**src/rtl/video_timing_pkg.sv**
```systemverilog
// Shared constants, pixel types and FSM encoding for the raster timing generator.
package video_timing_pkg;

    localparam int COORD_W = 11;
    localparam int RGB_W   = 24;

    typedef logic [COORD_W-1:0] coord_t;
    typedef logic [RGB_W-1:0]   rgb_t;

    // 1280x720@60 CEA timing, 74.25 MHz pixel clock
    localparam int H_SYNC_720P  = 40;
    localparam int H_BACK_720P  = 220;
    localparam int H_DISP_720P  = 1280;
    localparam int H_FRONT_720P = 110;
    localparam int V_SYNC_720P  = 5;
    localparam int V_BACK_720P  = 20;
    localparam int V_DISP_720P  = 720;
    localparam int V_FRONT_720P = 5;

    localparam rgb_t RGB_BLACK = 24'h000000;
    localparam rgb_t RGB_WHITE = 24'hFFFFFF;
    localparam rgb_t RGB_RED   = 24'hFF0000;
    localparam rgb_t RGB_GREEN = 24'h00FF00;
    localparam rgb_t RGB_BLUE  = 24'h0000FF;

    typedef enum logic [1:0] {
        IDLE  = 2'd0,
        RUN   = 2'd1,
        DRAIN = 2'd2
    } vt_state_e;

    function automatic logic in_window(coord_t value, int lo, int hi);
        return (int'(value) >= lo) && (int'(value) < hi);
    endfunction

endpackage

```
**src/rtl/video_timing_if.sv**
```systemverilog
// Pixel-request / video-output bundle between the timing driver and the display stage.
interface video_timing_if;
    import video_timing_pkg::*;

    logic   run;
    rgb_t   pixel_data;
    logic   data_req;
    coord_t pixel_xpos;
    coord_t pixel_ypos;
    logic   video_hs;
    logic   video_vs;
    logic   video_de;
    rgb_t   video_rgb;
    logic   frame_start;
    logic   busy;

    modport master (
        input  run, pixel_data,
        output data_req, pixel_xpos, pixel_ypos, video_hs, video_vs,
               video_de, video_rgb, frame_start, busy
    );

    modport slave (
        output run, pixel_data,
        input  data_req, pixel_xpos, pixel_ypos, video_hs, video_vs,
               video_de, video_rgb, frame_start, busy
    );
endinterface

```
**src/rtl/video_axis_counter.sv**
```systemverilog
// Modulo-MODULUS counter with synchronous clear and terminal-count flag; one per raster axis.
module video_axis_counter #(
    parameter int WIDTH   = 11,
    parameter int MODULUS = 1650
) (
    input  logic             clk,
    input  logic             rst_n,
    input  logic             clr,
    input  logic             en,
    output logic [WIDTH-1:0] cnt,
    output logic             tc
);
    localparam logic [WIDTH-1:0] LAST = WIDTH'(MODULUS - 1);

    logic [WIDTH-1:0] cnt_q, cnt_d;

    assign cnt = cnt_q;
    assign tc  = (cnt_q == LAST);

    always_comb begin
        // NOTE: default first so every path assigns cnt_d and no latch is inferred.
        cnt_d = cnt_q;
        if (clr) begin
            cnt_d = '0;
        end else if (en) begin
            cnt_d = tc ? '0 : cnt_q + WIDTH'(1);
        end
    end

    // NOTE: sequential state uses non-blocking assignment so all flops update together.
    always_ff @(posedge clk or negedge rst_n) begin
        if (!rst_n) begin
            cnt_q <= '0;
        end else begin
            cnt_q <= cnt_d;
        end
    end

endmodule

```
**src/rtl/video_timing_driver.sv**
```systemverilog
// Raster timing generator: counters, syncs, data-enable and a one-cycle-early pixel request.
module video_timing_driver
    import video_timing_pkg::*;
#(
    parameter int H_SYNC   = H_SYNC_720P,
    parameter int H_BACK   = H_BACK_720P,
    parameter int H_DISP   = H_DISP_720P,
    parameter int H_FRONT  = H_FRONT_720P,
    parameter int V_SYNC   = V_SYNC_720P,
    parameter int V_BACK   = V_BACK_720P,
    parameter int V_DISP   = V_DISP_720P,
    parameter int V_FRONT  = V_FRONT_720P,
    parameter bit SYNC_POL = 1'b1
) (
    input  logic           pixel_clk,
    input  logic           sys_rst_n,
    video_timing_if.master vif
);
    localparam int H_TOTAL  = H_SYNC + H_BACK + H_DISP + H_FRONT;
    localparam int V_TOTAL  = V_SYNC + V_BACK + V_DISP + V_FRONT;
    localparam int H_ACT_LO = H_SYNC + H_BACK;
    localparam int H_ACT_HI = H_ACT_LO + H_DISP;
    localparam int V_ACT_LO = V_SYNC + V_BACK;
    localparam int V_ACT_HI = V_ACT_LO + V_DISP;
    localparam coord_t X_OFFSET = coord_t'(H_ACT_LO - 1);
    localparam coord_t Y_OFFSET = coord_t'(V_ACT_LO);

    vt_state_e state_q, state_d;
    coord_t    h_cnt, v_cnt;
    logic      h_tc, v_tc, cnt_en, frame_end;
    logic      active, hs_act, vs_act, h_act, v_act, h_req, req, de;

    assign cnt_en    = (state_q != IDLE);
    assign frame_end = h_tc & v_tc;

    // Counters sit at 0 while idle so the first RUN cycle is h=0, v=0.
    video_axis_counter #(.WIDTH(COORD_W), .MODULUS(H_TOTAL)) u_h_cnt (
        .clk   (pixel_clk),
        .rst_n (sys_rst_n),
        .clr   (!cnt_en),
        .en    (cnt_en),
        .cnt   (h_cnt),
        .tc    (h_tc)
    );

    video_axis_counter #(.WIDTH(COORD_W), .MODULUS(V_TOTAL)) u_v_cnt (
        .clk   (pixel_clk),
        .rst_n (sys_rst_n),
        .clr   (!cnt_en),
        .en    (cnt_en & h_tc),
        .cnt   (v_cnt),
        .tc    (v_tc)
    );

    always_ff @(posedge pixel_clk or negedge sys_rst_n) begin
        if (!sys_rst_n) begin
            state_q <= IDLE;
        end else begin
            state_q <= state_d;
        end
    end

    // Stopping is only honoured at the frame wrap; DRAIN lets the frame finish.
    always_comb begin
        state_d = state_q;
        unique case (state_q)
            IDLE:    if (vif.run) state_d = RUN;
            RUN: begin
                if (frame_end)     state_d = vif.run ? RUN : IDLE;
                else if (!vif.run) state_d = DRAIN;
            end
            DRAIN: begin
                if (vif.run)        state_d = RUN;
                else if (frame_end) state_d = IDLE;
            end
            default: state_d = IDLE;
        endcase
    end

    always_comb begin
        active = (state_q != IDLE);
        hs_act = in_window(h_cnt, 0, H_SYNC);
        vs_act = in_window(v_cnt, 0, V_SYNC);
        h_act  = in_window(h_cnt, H_ACT_LO, H_ACT_HI);
        v_act  = in_window(v_cnt, V_ACT_LO, V_ACT_HI);
        h_req  = in_window(h_cnt, H_ACT_LO - 1, H_ACT_HI - 1);
        req    = active & v_act & h_req;
        de     = active & v_act & h_act;
    end

    assign vif.video_hs    = (active & hs_act) ^ ~SYNC_POL;
    assign vif.video_vs    = (active & vs_act) ^ ~SYNC_POL;
    assign vif.video_de    = de;
    assign vif.data_req    = req;
    assign vif.pixel_xpos  = req ? (h_cnt - X_OFFSET) : '0;
    assign vif.pixel_ypos  = req ? (v_cnt - Y_OFFSET) : '0;
    assign vif.video_rgb   = de ? vif.pixel_data : RGB_BLACK;
    assign vif.frame_start = active & (h_cnt == '0) & (v_cnt == '0);
    assign vif.busy        = active;

endmodule

```
**src/flat_wrapper.sv**
```systemverilog
// flat-port wrapper written by rule: the top's interface ports become plain ports
module video_timing_driver_flat import video_timing_pkg::*;
#(
    parameter int H_SYNC   = H_SYNC_720P,
    parameter int H_BACK   = H_BACK_720P,
    parameter int H_DISP   = H_DISP_720P,
    parameter int H_FRONT  = H_FRONT_720P,
    parameter int V_SYNC   = V_SYNC_720P,
    parameter int V_BACK   = V_BACK_720P,
    parameter int V_DISP   = V_DISP_720P,
    parameter int V_FRONT  = V_FRONT_720P,
    parameter bit SYNC_POL = 1'b1
)
  (pixel_clk, sys_rst_n, vif_run, vif_pixel_data, vif_data_req, vif_pixel_xpos, vif_pixel_ypos, vif_video_hs, vif_video_vs, vif_video_de, vif_video_rgb, vif_frame_start, vif_busy);
  video_timing_if vif_i ();
  input  logic pixel_clk;
  input  logic sys_rst_n;
  input wire logic [$bits(vif_i.run)-1:0] vif_run;
  input wire logic [$bits(vif_i.pixel_data)-1:0] vif_pixel_data;
  output wire logic [$bits(vif_i.data_req)-1:0] vif_data_req;
  output wire logic [$bits(vif_i.pixel_xpos)-1:0] vif_pixel_xpos;
  output wire logic [$bits(vif_i.pixel_ypos)-1:0] vif_pixel_ypos;
  output wire logic [$bits(vif_i.video_hs)-1:0] vif_video_hs;
  output wire logic [$bits(vif_i.video_vs)-1:0] vif_video_vs;
  output wire logic [$bits(vif_i.video_de)-1:0] vif_video_de;
  output wire logic [$bits(vif_i.video_rgb)-1:0] vif_video_rgb;
  output wire logic [$bits(vif_i.frame_start)-1:0] vif_frame_start;
  output wire logic [$bits(vif_i.busy)-1:0] vif_busy;
  assign vif_i.run = vif_run;
  assign vif_i.pixel_data = vif_pixel_data;
  assign vif_data_req = vif_i.data_req;
  assign vif_pixel_xpos = vif_i.pixel_xpos;
  assign vif_pixel_ypos = vif_i.pixel_ypos;
  assign vif_video_hs = vif_i.video_hs;
  assign vif_video_vs = vif_i.video_vs;
  assign vif_video_de = vif_i.video_de;
  assign vif_video_rgb = vif_i.video_rgb;
  assign vif_frame_start = vif_i.frame_start;
  assign vif_busy = vif_i.busy;
  video_timing_driver #(.H_SYNC(H_SYNC), .H_BACK(H_BACK), .H_DISP(H_DISP), .H_FRONT(H_FRONT), .V_SYNC(V_SYNC), .V_BACK(V_BACK), .V_DISP(V_DISP), .V_FRONT(V_FRONT), .SYNC_POL(SYNC_POL)) u_core (.pixel_clk(pixel_clk), .sys_rst_n(sys_rst_n), .vif(vif_i));
endmodule
```
**config.mk**
```make
export PLATFORM = sky130hd
export DESIGN_NAME = video_timing_driver_flat
export DESIGN_NICKNAME = d
export VERILOG_FILES = /design/src/rtl/video_timing_pkg.sv /design/src/rtl/video_timing_if.sv /design/src/rtl/video_axis_counter.sv /design/src/rtl/video_timing_driver.sv /design/src/flat_wrapper.sv
export SDC_FILE = /design/constraint.sdc
export NUM_CORES = 1
export LEC_CHECK = 0
export ABC_AREA = 1
export BUFFER_PORTS_ARGS = -buffer_cell sky130_fd_sc_hd__buf_2
export CAP_MARGIN = 15
export CELL_PAD_IN_SITES_DETAIL_PLACEMENT = 1
export CELL_PAD_IN_SITES_GLOBAL_PLACEMENT = 2
export CORE_AREA = 2 2 114 88
export DETAILED_ROUTE_END_ITERATION = 12
export DIE_AREA = 0 0 116 90
export HOLD_SLACK_MARGIN = 0.1
export MAX_ROUTING_LAYER = met4
export PLACE_DENSITY = 0.81
export SYNTH_ARGS = -nofsm -noshare
export SYNTH_HDL_FRONTEND = slang
export SYNTH_SLANG_ARGS = --single-unit
```
**constraint.sdc**
```tcl
create_clock -name pixel_clk -period 2.05 [get_ports pixel_clk]
set_input_delay 0.1025 -clock pixel_clk [delete_from_list [all_inputs] [get_ports pixel_clk]]
set_output_delay 0.1025 -clock pixel_clk [all_outputs]
set_load 0.03 [all_outputs]
```
; After elaboration in Yosys (flattened, before gate mapping)
; Index checks and enable logic that the tools add are counted.
[word_totals]
reg_bits = 24
inputBits = 27
output_inout_bits = 52
[classes]
add_sub_neg = 4
order_cmp = 8
n_eq_ne = 8
muxes = 15
n_bitwise = 9
reduce_logical = 8
[op_table]
columns = operator, n
row1 = $mux W11, 7
row2 = $mux W24, 1
row3 = $add A11 B1 Y11 const B, 2
row4 = $ge A11 B9 Y1 const B, 2
row5 = $logic_not A11 Y1, 2
row6 = $lt A11 B11 Y1 const B, 2
row7 = $eq A11 B10 Y1 const B, 1
row8 = $eq A11 B11 Y1 const B, 1
row9 = $ge A11 B5 Y1 const B, 1
row10 = $lt A11 B10 Y1 const B, 1
row11 = $lt A11 B3 Y1 const B, 1
row12 = $lt A11 B6 Y1 const B, 1
row13 = $sub A11 B5 Y11 const B, 1
row14 = $sub A11 B9 Y11 const B, 1
row15 = $mux W2, 5
row16 = $and A1 B1 Y1, 9
row17 = $ne A3 B2 Y1 const B, 2
row18 = $pmux W2 S3, 1
row19 = $ne A2 B2 Y1 const B, 2
row20 = $logic_and A1 B1 Y1, 3
row21 = $reduce_and A3 Y1, 1
row22 = $eq A2 B1 Y1 const B, 1
row23 = $eq A2 B2 Y1 const B, 1
row24 = $logic_not A2 Y1, 1
row25 = 2 further kinds, 2

; Longest topological paths before layout
[depth]
ltp_word = 5
depth_mapped = 11
mapped_depth_nobuf = 9

; Cells and area by module
; A second synthesis with hierarchy kept.
[hier_totals]
hier_cells = 442
hier_area_um2 = 2771.4
[by_module_without_submodules]
columns = module, n_inst, cells_per_inst, area_per_inst_um2, seq_area_each_um2
row1 = video_timing_driver, 1, 227, 1256.2, 50.0
row2 = video_axis_counter (u_core.u_v_cnt), 1, 106, 784.5, 275.3
row3 = video_axis_counter (u_core.u_h_cnt), 1, 109, 730.7, 275.3

; Least setup slack after synthesis
; Ideal clock, no wire load.
[synth_path]
path_type = reg-to-output
from = register u_core.u_h_cnt.cnt_q[6] (netlist: u_core.u_h_cnt.cnt[6])
to = output port vif_frame_start
arrival_ns = 1.782
required_time_ns = 1.947
slack_ns = 0.166
path_stages_with_launch = 6
n_path_buf = 0
path_cell_list = dfrtp_1 > inv_1 > nand2_1 > nor2_1 > nand2_1 > nor4_1
[synth_between]
elab_chain_len = 3
[synth_lines]
columns = item, line_no
row1 = start: declaration, video_axis_counter.sv:15  ; logic [WIDTH-1:0] cnt_q, cnt_d;
row2 = start signal: assignment, video_axis_counter.sv:35  ; cnt_q <= cnt_d;
row3 = $logic_not A11 Y1, video_timing_driver.sv:98  ; assign vif.frame_start = active & (h_cnt == '0) & (v_cnt == '0);
row4 = $and A1 B1 Y1 (2 in series), video_timing_driver.sv:98
row5 = end: declaration, flat_wrapper.sv:27  ; output wire logic [$bits(vif_i.frame_start)-1:0] vif_frame_start;
; Every way passes these cells.

; Final worst setup path
[layout_path]
from = register u_core.u_v_cnt.cnt_q[1] (netlist: u_core.u_v_cnt.cnt[1])
to = output port vif_video_rgb[4]
[layout_between]
elab_chain_len = 5
word_cells_on_any_way = 6
[layout_lines]
columns = item, line_no
row1 = start: declaration, video_axis_counter.sv:15
row2 = start signal: assignment, video_axis_counter.sv:35
row3 = $ge A11 B5 Y1 / $lt A11 B10 Y1 (equally long branches), video_timing_pkg.sv:33  ; return (int'(value) >= lo) && (int'(value) < hi);
row4 = $logic_and A1 B1 Y1 (*), video_timing_pkg.sv:33
row5 = $and A1 B1 Y1 (*) (2 in series), video_timing_driver.sv:88  ; de = active & v_act & h_act;
row6 = $mux W24 (*), video_timing_driver.sv:97  ; assign vif.video_rgb = de ? vif.pixel_data : RGB_BLACK;
row7 = end: declaration, flat_wrapper.sv:26  ; output wire logic [$bits(vif_i.video_rgb)-1:0] vif_video_rgb;
; Every way passes the cells marked *; elsewhere a longest branch is shown, timed or not.

==> results.yml <==
yosys:
  synth.largest_area_cell: "dfrtp_1"
  yosysSeqAreaShare_pct: 23.59
  synth_top_area_share_pct: 23.59
  ys.warnings.count: 0
  synth_area_um2: 2546
  async_reset_ff_share_pct: 100.0
  ys_seq_elements: 24
  synthCells: 372
  synth_nets: 406
  synthTopCellsByArea: "dfrtp_1, nor2_4, nand2_1"
  yosysMostFrequentCell: "nand2_1"
  synthFlopType: "dfrtp_1"
  yosysUniqueCellTypes: 29
  synth_edf_count: 0
  netlist_top_cells_count: "nand2_1, inv_1, nor2_1"
  syn_avg_cell_area_um2: 6.845
timing:
  maxSlewViolCount: 0
  min_period_ns: 2.070
  slew_headroom_pct: 59.70
  hold_viol: 0
  finalCritPeriodShare_pct: 101.0
  fmax_mhz: 483.0
  fin_ws_ns: -0.02044
  finalSetupViolCount: 2
  rsz0062_at_grt: "true"
  worst_pin_slew_ns: 0.6045
  fin_skew_ns: 0.005781
power_and_ir_drop:
  p_int_mw: 1.289
  p_total_mw: 2.147
  p_leak_nw: 1.987
  p_sw_mw: 0.8581
  pwr-share-seq_pct: 28.7
  comb_power_share_pct: 44.3
  vdd_drop_max_v: 0.0003644
  cellPowerDensity_nw_per_um2: 552.6
  sw_frac_of_total_pct: 39.97
  clockPowerShare_pct: 27.0
floorplanning:
  die_w_um: 116
  core_um2: 9387
  io_pins: 79
  die_area_um2: 10440
  start_util_pct: 27.13
  die_h_um: 90
  core.rowCount: 31
clock_tree:
  clock_latency_ns: 0.27
  clk_path_buf_depth: 2
  tritoncts: "built"
  tritoncts.num_buffers: 3
  h-tree-depth: 1
  clkTransAtPathRegs_ns: 0.07
  cts-root-buf: "clkbuf_16"
  cts.sinks: 24
critical_path:
  worstSetupStartpoint: "u_core.u_v_cnt.cnt[1]"
  worst_ep_required_time_ns: 1.95
  r2r-end: "u_core.u_h_cnt.cnt[10]"
  cpMostUsedCell: "nand2_2"
  slowest_delay_ns: 0.43
  cp-start-kind: "flip-flop"
  worstPathArrival_ns: 1.97
  r2r-start: "u_core.u_h_cnt.cnt[1]"
  crit_path_end_kind: "output pin"
  r2r_cells: 9
  path_max_fanout: 6
  critPathSlowestCell: "dfrtp_1"
  r2r_slack_ns: 0.20
  crit_type: "reg -> out"
  path_cells: "nor2_4, nand2_2, nand2_2, nand2_2, nand2_2, nand2_2, nor2_4, nand3_4, clkbuf_16, nor2_4, buf_6"
placed_design:
  place_worst_setup_slack_ns: 0.1505
  post-place-cells: 583
  portBuffers: 78
  gp_congestion: 0.8802
  dp_hpwl_um: 6567
  placed_cell_area_um2: 3105
outcome:
  outcome: "finished with violations"
  violations: "negative setup slack"
flow_run:
  drv_cap: 0
routing:
  drt_iter0_markers: 153
  firstDrtPassIters: 4
  routedWlPerCell_um: 14.49
  drtAntennaViolNets: 0
  drc: 0
  routed_wl_um: 8735
  via_count: 2762
  vias_per_cell: 4.580
finish:
  final_nets: 506
  antennaDiodeCount: 0
  seqCellArea_um2: 615.6
  fillers: 1185
  area_growth_pct: 52.58
  layout-drive-gt1-share_pct: 47.13
  stdcell_area_um2: 3885
  multi_input_area_um2: 1739
  fin_cells: 603
global_route:
  track_usage_pct: 15.78
  grt_max_degree: 25
  antenna_found_initial: 0
  grt_pass1_wl_um: 12950
  grt_pass1_vias: 2550
  overflow: 0
worst_hold_path:
  hp-class: "in -> async"
worst max-delay path: cells and delay by family, from the launching register on:
family                 cells  cell delay [ns]
and+or+nand+nor            9             0.93
buffers and inverters      2             0.36
DFF                        1             0.43
area by class of cell:
class / instances / share of cell area (%)
flip-flops and latches: 24 / 15.85
clock inverters: 1 / 0.7729
multi-input cells: 266 / 44.77
repair buffers: 111 / 25.93
well taps: 132 / 4.251
inverters: 66 / 6.506
clock buffers: 3 / 1.932
registers in the layout, summed over array words and instances, names as in the netlist:
signal,flops
u_core.u_h_cnt.cnt,11
u_core.state_q,2
u_core.u_v_cnt.cnt,11
power by group through the flow:
stage	Sequential [mW]	Combinational [mW]	Clock [mW]
floorplan	0.577	0.601	0
global placement	0.618	0.769	0
detailed placement	0.621	0.782	0
CTS	0.613	0.829	0.595
global route	0.625	1.04	0.619
finish	0.616	0.951	0.579
logic make-up after synthesis:
| logic type | share of synthesized area [%] |
|---|---|
| XOR/XNOR | 5.848 |
| flip-flops | 23.59 |
| buffers and inverters | 15.58 |
| adder cells (fa/ha/maj) | 3.440 |
| AND/OR/NAND/NOR | 45.06 |
| AO/OA/AOI/OAI | 6.487 |
per-stage QoR:
step	hold WS (ns)	TNS [ns]	utilization, %
global placement	0.1394	0	33.08
finish	0.3753	-0.03871	41.39
detailed placement	0.1537	0	33.08
global route	0.4500	-2.213	41.39
floorplan	-0.1931	0	-
CTS	0.3978	-0.04410	35.38
layout by cell type (no fill, tap or decap), drive strengths merged:
master,n
o2111a,1
nor3,9
xnor2,2
o21ai,15
nand3,28
bufinv,1
dlygate4sd3,2
nor2,96
buf,107
clkbuf,5
dfrtp,24
o2111ai,1
inv,66
ha,7
nand2,67
a21oi,11
xor2,15
nand4,12
nor4,1
and3,1
repair_timing:
action,in CTS,in global routing
gates cloned,0,2
endpoints found under the setup margin,48,49
setup buffers,1,11
hold buffers,2,0
endpoints found under the hold margin,25,0
pin swaps,0,12
gates resized for setup,34,158
worst max path at each step:
| stage | end | slack [ns] | cells after the start |
|---|---|---|---|
| final | vif_video_rgb[4] | -0.02 | 11 |
| after floorplan | vif_frame_start | 0.17 | 5 |
| after CTS | vif_pixel_ypos[10] | -0.01 | 11 |
| after detailed placement | vif_pixel_ypos[10] | 0.15 | 9 |
| after global routing | vif_video_rgb[6] | -0.11 | 11 |
| after global placement | vif_pixel_xpos[0] | 0.22 | 11 |
metal layers:
metal	part of all wire [%]	GRT usage, %	vias up
met2	48	23.59	58
met1	46	22.80	1353
li1	-	-	1345
met3	4.9	2.428	6
met4	0.92	2.679	0
met5	0	-	-
No activity file was read; power rests on OpenSTA's default activity.
